===== config.mk =====
export PLATFORM = sky130hd
export DESIGN_NAME = regfile_alu_seq
export DESIGN_NICKNAME = d
export VERILOG_FILES = /design/src/rtl/regfile_alu_seq.sv
export SDC_FILE = /design/constraint.sdc
export NUM_CORES = 1
export LEC_CHECK = 0
export CAP_MARGIN = 5
export CORE_MARGIN = 4
export CORE_UTILIZATION = 45
export DETAILED_ROUTE_END_ITERATION = 8
export PLACE_DENSITY = 0.63
export SYNTH_ARGS = -nofsm -noshare
export SYNTH_HDL_FRONTEND = slang
export SYNTH_SLANG_ARGS = --single-unit

===== constraint.sdc =====
create_clock -name clk -period 9.4 [get_ports clk]
set_input_delay 2.82 -clock clk [delete_from_list [all_inputs] [get_ports clk]]
set_output_delay 2.82 -clock clk [all_outputs]
set_load 0.1 [all_outputs]

===== src/rtl/regfile_alu_seq.sv =====
// rtl/regfile_alu_seq.sv - pushbutton-driven register file with a three-phase ALU sequencer
module regfile_alu_seq #(
  parameter int WIDTH = 16,
  parameter int NREGS = 16,  // power of two
  parameter int SW_W  = 10   // must cover two register addresses and op+mode
) (
  input  logic             clk,
  input  logic             reset,
  input  logic [SW_W-1:0]  sw,
  input  logic             btn_reg_n,
  input  logic             btn_setup_n,
  input  logic             btn_imm_n,
  input  logic             btn_step_n,
  output logic [4:0]       flags,
  output logic [WIDTH-1:0] rdest_out,
  output logic             busy
);
  localparam int AW = $clog2(NREGS);
  // flag bit positions inside {C, L, F, Z, N}
  localparam int FC = 4;
  localparam int FL = 3;
  localparam int FF = 2;
  localparam int FZ = 1;
  localparam int FN = 0;

  typedef enum logic [1:0] {IDLE, EXEC, WRITE} state_t;

  // button order everywhere: {reg, setup, imm, step}, i.e. highest priority first
  logic [3:0] btn_n, sync1_q, sync2_q, prev_q, pulse;

  state_t state_q, state_d;
  logic   ld_reg, ld_setup, ld_imm;

  logic [WIDTH-1:0] regs_q [NREGS];
  logic [AW-1:0]    rdest_q, rsrc_q;
  logic [3:0]       op_q;
  logic             imm_mode_q;
  logic [WIDTH-1:0] imm_q;
  logic [4:0]       flags_q;

  logic [WIDTH-1:0] result_d, result_q;
  logic [4:0]       flags_d, flags_nx_q;
  logic             wr_d, wr_q, upd_d, upd_q;

  logic [WIDTH-1:0] op_a, op_b;
  logic [WIDTH:0]   sum, diff;
  logic [3:0]       shamt;

  assign btn_n = {btn_reg_n, btn_setup_n, btn_imm_n, btn_step_n};
  // stages reset to 0 so a button held through reset looks already pressed
  assign pulse = prev_q & ~sync2_q;

  // synchronize the raw buttons and keep one extra stage for edge detection
  always_ff @(posedge clk) begin
    if (reset) begin
      sync1_q <= '0;
      sync2_q <= '0;
      prev_q  <= '0;
    end else begin
      sync1_q <= btn_n;
      sync2_q <= sync1_q;
      prev_q  <= sync2_q;
    end
  end

  // sequencer state register
  always_ff @(posedge clk) begin
    if (reset) state_q <= IDLE;
    else       state_q <= state_d;
  end

  // next state and load strobes; only one press per cycle is honoured, and only in IDLE
  always_comb begin
    state_d  = state_q;
    ld_reg   = 1'b0;
    ld_setup = 1'b0;
    ld_imm   = 1'b0;
    case (state_q)
      IDLE: begin
        if      (pulse[3]) ld_reg   = 1'b1;
        else if (pulse[2]) ld_setup = 1'b1;
        else if (pulse[1]) ld_imm   = 1'b1;
        else if (pulse[0]) state_d  = EXEC;
      end
      EXEC:    state_d = WRITE;
      WRITE:   state_d = IDLE;
      default: state_d = IDLE;
    endcase
  end

  assign op_a  = regs_q[rdest_q];
  assign op_b  = imm_mode_q ? imm_q : regs_q[rsrc_q];
  assign sum   = {1'b0, op_a} + {1'b0, op_b};
  assign diff  = {1'b0, op_a} - {1'b0, op_b};
  assign shamt = op_b[3:0];

  // ALU: result, write enable and candidate flags; C/L/F hold unless the op defines them
  always_comb begin
    result_d = '0;
    flags_d  = flags_q;
    wr_d     = 1'b1;
    upd_d    = 1'b1;
    case (op_q)
      4'd0: begin
        result_d    = sum[WIDTH-1:0];
        flags_d[FC] = sum[WIDTH];
        flags_d[FF] = (op_a[WIDTH-1] == op_b[WIDTH-1]) && (sum[WIDTH-1] != op_a[WIDTH-1]);
      end
      4'd1, 4'd5: begin
        result_d    = diff[WIDTH-1:0];
        flags_d[FC] = diff[WIDTH];
        flags_d[FL] = diff[WIDTH];
        flags_d[FF] = (op_a[WIDTH-1] != op_b[WIDTH-1]) && (diff[WIDTH-1] != op_a[WIDTH-1]);
        wr_d        = (op_q == 4'd1);
      end
      4'd2:    result_d = op_a & op_b;
      4'd3:    result_d = op_a | op_b;
      4'd4:    result_d = op_a ^ op_b;
      4'd6:    result_d = op_b;
      4'd7:    result_d = op_a << shamt;
      4'd8:    result_d = op_a >> shamt;
      default: begin
        wr_d  = 1'b0;
        upd_d = 1'b0;
      end
    endcase
    if (upd_d) begin
      flags_d[FZ] = (result_d == '0);
      flags_d[FN] = result_d[WIDTH-1];
    end
  end

  // operand/config loads, EXEC capture and WRITE commit
  always_ff @(posedge clk) begin
    if (reset) begin
      for (int i = 0; i < NREGS; i++) regs_q[i] <= '0;
      rdest_q    <= '0;
      rsrc_q     <= '0;
      op_q       <= 4'hF;
      imm_mode_q <= 1'b0;
      imm_q      <= '0;
      flags_q    <= '0;
      result_q   <= '0;
      flags_nx_q <= '0;
      wr_q       <= 1'b0;
      upd_q      <= 1'b0;
    end else begin
      if (ld_reg) begin
        rdest_q <= sw[AW-1:0];
        rsrc_q  <= sw[2*AW-1:AW];
      end
      if (ld_setup) begin
        op_q       <= sw[3:0];
        imm_mode_q <= sw[4];
      end
      if (ld_imm) imm_q <= WIDTH'(sw);
      if (state_q == EXEC) begin
        result_q   <= result_d;
        flags_nx_q <= flags_d;
        wr_q       <= wr_d;
        upd_q      <= upd_d;
      end
      if (state_q == WRITE) begin
        if (wr_q)  regs_q[rdest_q] <= result_q;
        if (upd_q) flags_q         <= flags_nx_q;
      end
    end
  end

  assign flags     = flags_q;
  assign rdest_out = regs_q[rdest_q];
  assign busy      = (state_q != IDLE);
endmodule


# Word-level counts from Yosys, hierarchy flattened
# Memory sizes are Yosys's and may differ from the RTL's. A register that Yosys moved wholly into a read port is not among the register bits.
# Index checks and enable logic that the tools add are counted.
# totals
output_inout_bits,22
reg_bits,65
memories,1
wordCells,89
in_bits,16
ram_bits,256
# op_classes
n_addsub,2
n_reduce_logical,12
n_shift,2
n_bitwise,5
mux,35
eq_ne,18
# mem_list
memory,depth,width,read_ports,rd_ports_with_merged_regs,write_ports,line_no,text
regs_q,16,16,2,2,16,34,logic [WIDTH-1:0] regs_q [NREGS];
# ops
operator,n
$pmux W16 S8,1
$mux W16,2
$mux W4,5
$mux W1,18
$add A16 B16 Y17,1
$sub A16 B16 Y17,1
$and A16 B16 Y16,1
$eq A4 B3 Y1 const B,4
$logic_not A16 Y1,1
$or A16 B16 Y16,1
$reduce_or A16 Y1,1
$shl A16 B4 Y16,1
$shr A16 B4 Y16,1
$xor A16 B16 Y16,1
$mux W2,5
$reduce_or A9 Y1,1
$eq A4 B2 Y1 const B,2
$ne A2 B2 Y1 const B,4
$reduce_or A7 Y1,1
$pmux W1 S2,3
$and A4 B4 Y4,1
$eq A4 B1 Y1 const B,1
$eq A4 B4 Y1 const B,1
$logic_not A4 Y1,1
12 further kinds,15

# Depth between registers and ports, before layout
# depth
word_depth,7
ltp_mapped,23

# Worst setup path after synthesis
# Ideal clock, no wire load.
# synth_timing
path_kind,reg-to-output
start,register (tool-made name)
end,output rdest_out[15]
path_stages_with_launch,6
n_path_buf,2
setup_slack_ns,3.591
arrival_ns,2.989
cell_sequence,dfxtp_1 > buf_2 > buf_1 > mux4_2 > mux2i_1 > mux2i_1
# synth_lines
element,line_no,text
end: declaration,15,"output logic [WIDTH-1:0] rdest_out,"

==> metrics.txt <==
min cycle time layout 7100 ps; max-cap viol count 0; fmax 141 MHz; combinational fraction of design power 13.3%; Seq pwr share 44.4%; peak supply drop approximately 0.00011 V; drt pass-1 iters 5; maximum clock skew at final layout ~18 ps; Post CTS Setup Buffer Count 0; first-pass GRT wire length 99.5 mm; Seq cells post-synth ~330; Unique masters post-synth 79; area of the die 0.0476 mm2; Max-slew headroom 21.3%; number of synthesized flops with an enable pin approximately 260; global route overflow 0; cell area reported after detailed placement 0.0208 mm2; via count 14.9k; clock share of power 42.4%; share of cells above drive strength 1 roughly 18%; combined area of all synthesized cells around 0.02 mm2; hold violation count in the final report 0; Synth Net Count roughly 1.8k; final standard cell utilization of the core around 50%; most instantiated flip-flop cell in the synthesis netlist edfxtp_1; sequential share of the synthesized area 46.0%; count of inserted antenna diode cells 0; fraction of registers with async set/reset 0%; drc violations 0; number of warnings printed during yosys synthesis 0; area growth from synthesis to layout 11.5%; CTS root buffer clkbuf_16; maximum buffer depth of the clock tree 3; startpoint-to-endpoint class of the critical path reg -> out; smallest hold slack 437 ps; Routed WL per cell about 29 um; TritonCTS clock tree yes; most frequently used cell type in the post-synthesis netlist and2_1; leading cell types by count after synthesis 262 x and2_1, 256 x edfxtp_1, 140 x mux4_2, 111 x nor2_1, 96 x nand2_1; share of the synthesized area in the top cell type 38.7%; result of the run complete, no violations; kind of launch point of the worst setup path register; Gates resized, CTS repair 0; sum of negative setup slack 0 ps; Max Fanout on Critical Path 40; io pins 38; type of the most critical hold path reg -> reg; setup repair after global routing missed its margin no; final total power around 3.7 mW; most used cell, CP mux4_2; final weighted congestion in routability-driven placement 1.01; Via-to-Cell Ratio 6.45; dominant cell type by area after synthesis edfxtp_1; overall die height 218 um; CP cell instances buf_4 > mux4_2 > mux4_2 > clkdlybuf4s50_1; CTS clock-pin slew for the worst setup and hold paths 60 ps; clock buffer count from CTS 39; worst endpoint data arrival time 4280 ps; switching fraction of total power 26.1%; standby leakage power 7.92 nW; H-tree lvl count 2; chip width 218 um; global-route total usage across every layer between 20% and 30%; largest cells by area after synthesis edfxtp_1 39%, mux4_2 16%, and2_1 8.2%; pin count of the biggest net entering global routing 67; total half-perimeter wirelength after legalization and detailed placement 47.2 mm; starting density of the core 45.9%; violation count after the first detailed-routing iteration 1983; number of nets in the layout about 1.8k; endpoint class of the critical path primary output; sw power 0.969 mW; total clock sinks 329; transition time at the pin with the least slew margin 1180 ps; via count of the first global-routing pass 14.4k; placement row count 76; total power density per cell area ~170 mW/mm2; slowest cell on the critical path clkdlybuf4s50_1; initial antenna violation count 2; post-route design area 0.0222 mm2; post-synthesis cell count 1696; wirelength, routed 67.7 mm; Hold-fix buffers, CTS 0; Required @ worst endpoint roughly 6600 ps; final worst-path cycle share between 70% and 80%; synthesized area per cell 11.7 um2; placeable core area 0.0434 mm2; final max-slew violation count 0; crit-path max cell delay 1030 ps; cell internal pwr about 2.7 mW; number of setup violations in the final report 0; source-to-sink clock delay at the later pin of the worst-skew pair 550 ps; Port Buffers 37; Detail Route Antenna Nets 0
[worst paths after layout]
kind                   end  slack, ps  cells after the start       start
max reg2reg  flags_nx_q[1]       2560                     19    register
min             sync2_q[3]        440                      1  sync1_q[3]
max           rdest_out[8]       2300                      4    register
min reg2reg     sync2_q[3]        440                      1  sync1_q[3]
[placed cells by master, fill, tap and decap left out, drive strengths merged, types with 4 or more instances in the layout]
cell / netlist / layout
a21oi: 60 / 60
ha: 51 / 51
nand3: 38 / 38
or2: 8 / 8
nand2: 97 / 97
bufinv: 0 / 5
a211oi: 23 / 23
buf: 46 / 43
o31ai: 5 / 5
o21ai: 75 / 75
dfxtp: 73 / 73
nor2b: 27 / 27
and2: 262 / 262
o211ai: 16 / 16
nor3: 28 / 28
edfxtp: 256 / 256
mux2i: 64 / 64
a21o: 7 / 7
o22ai: 9 / 9
o221ai: 14 / 14
a32oi: 7 / 7
a221o: 6 / 6
nor2: 112 / 112
nand3b: 5 / 5
clkdlybuf4s50: 0 / 36
nand4: 8 / 8
clkbuf: 81 / 49
mux4: 140 / 140
a221oi: 11 / 11
nor4: 5 / 5
o31a: 4 / 4
a2111oi: 4 / 4
nand2b: 13 / 13
o21bai: 4 / 4
a31oi: 10 / 10
a22oi: 18 / 18
inv: 49 / 51
clkinv: 1 / 11
xnor2: 11 / 11
[cell type report]
type	instances	area, um2
clock inverters	20	235
well taps	585	732
clock buffers	49	1100
repair buffers	79	681
multi-input cells	1190	10100
inverters	50	188
flip-flops and latches	329	9160
fillers	3834	21200
[metal layers]
layer	track usage, %	routed length (um)	vias to the layer above
met5	0	0	-
li1	-	-	6383
met1	37.8	26500	7496
met4	10.5	2620	0
met2	47.3	32700	830
met3	4.62	5920	143
[power by group through the flow]
stage / clock [mW] / sequential (mW) / combinational (mW)
CTS: 1.59 / 1.64 / 0.483
detailed placement: 0 / 1.67 / 0.481
global route: 1.65 / 1.65 / 0.517
finish: 1.57 / 1.64 / 0.491
floorplan: 0 / 1.65 / 0.335
global placement: 0 / 1.67 / 0.483
[through the flow]
| stage | cells | setup slack [ps] |
|---|---|---|
| global placement | 2233 | 2650 |
| detailed placement | 2233 | 2730 |
| CTS | 2302 | 2220 |
| finish | 2302 | 2300 |
| floorplan | 1696 | 3590 |
| global route | 2302 | 2090 |
[state kept, by name, summed over array words and instances, names as in the netlist, 5 cells and up, named ones only]
| signal | count |
|---|---|
| regs_q | 256 |
| result_q | 16 |
| flags_nx_q | 5 |
| flags | 5 |
| imm_q | 10 |
[cell families (layout without fill, tap and decap cells)]
| kind of cell | after synthesis | after routing | share of synthesized area, % |
|---|---|---|---|
| mux | 207 | 207 | 19.2 |
| flops | 329 | 329 | 46.0 |
| simple gates | 614 | 614 | 16.6 |
| xor+xnor | 12 | 12 | 0.529 |
| fa+ha+maj | 53 | 53 | 3.41 |
| compound gates | 304 | 304 | 10.4 |
| buf+inv | 177 | 198 | 3.89 |
[critical path: cells and delay by family (launching register included)]
kind | cells | cell delay (ps)
DFF | 1 | 890
buffers and inverters | 2 | 1580
muxes | 2 | 1190
Note: power is estimated with default switching activity, not from simulation.
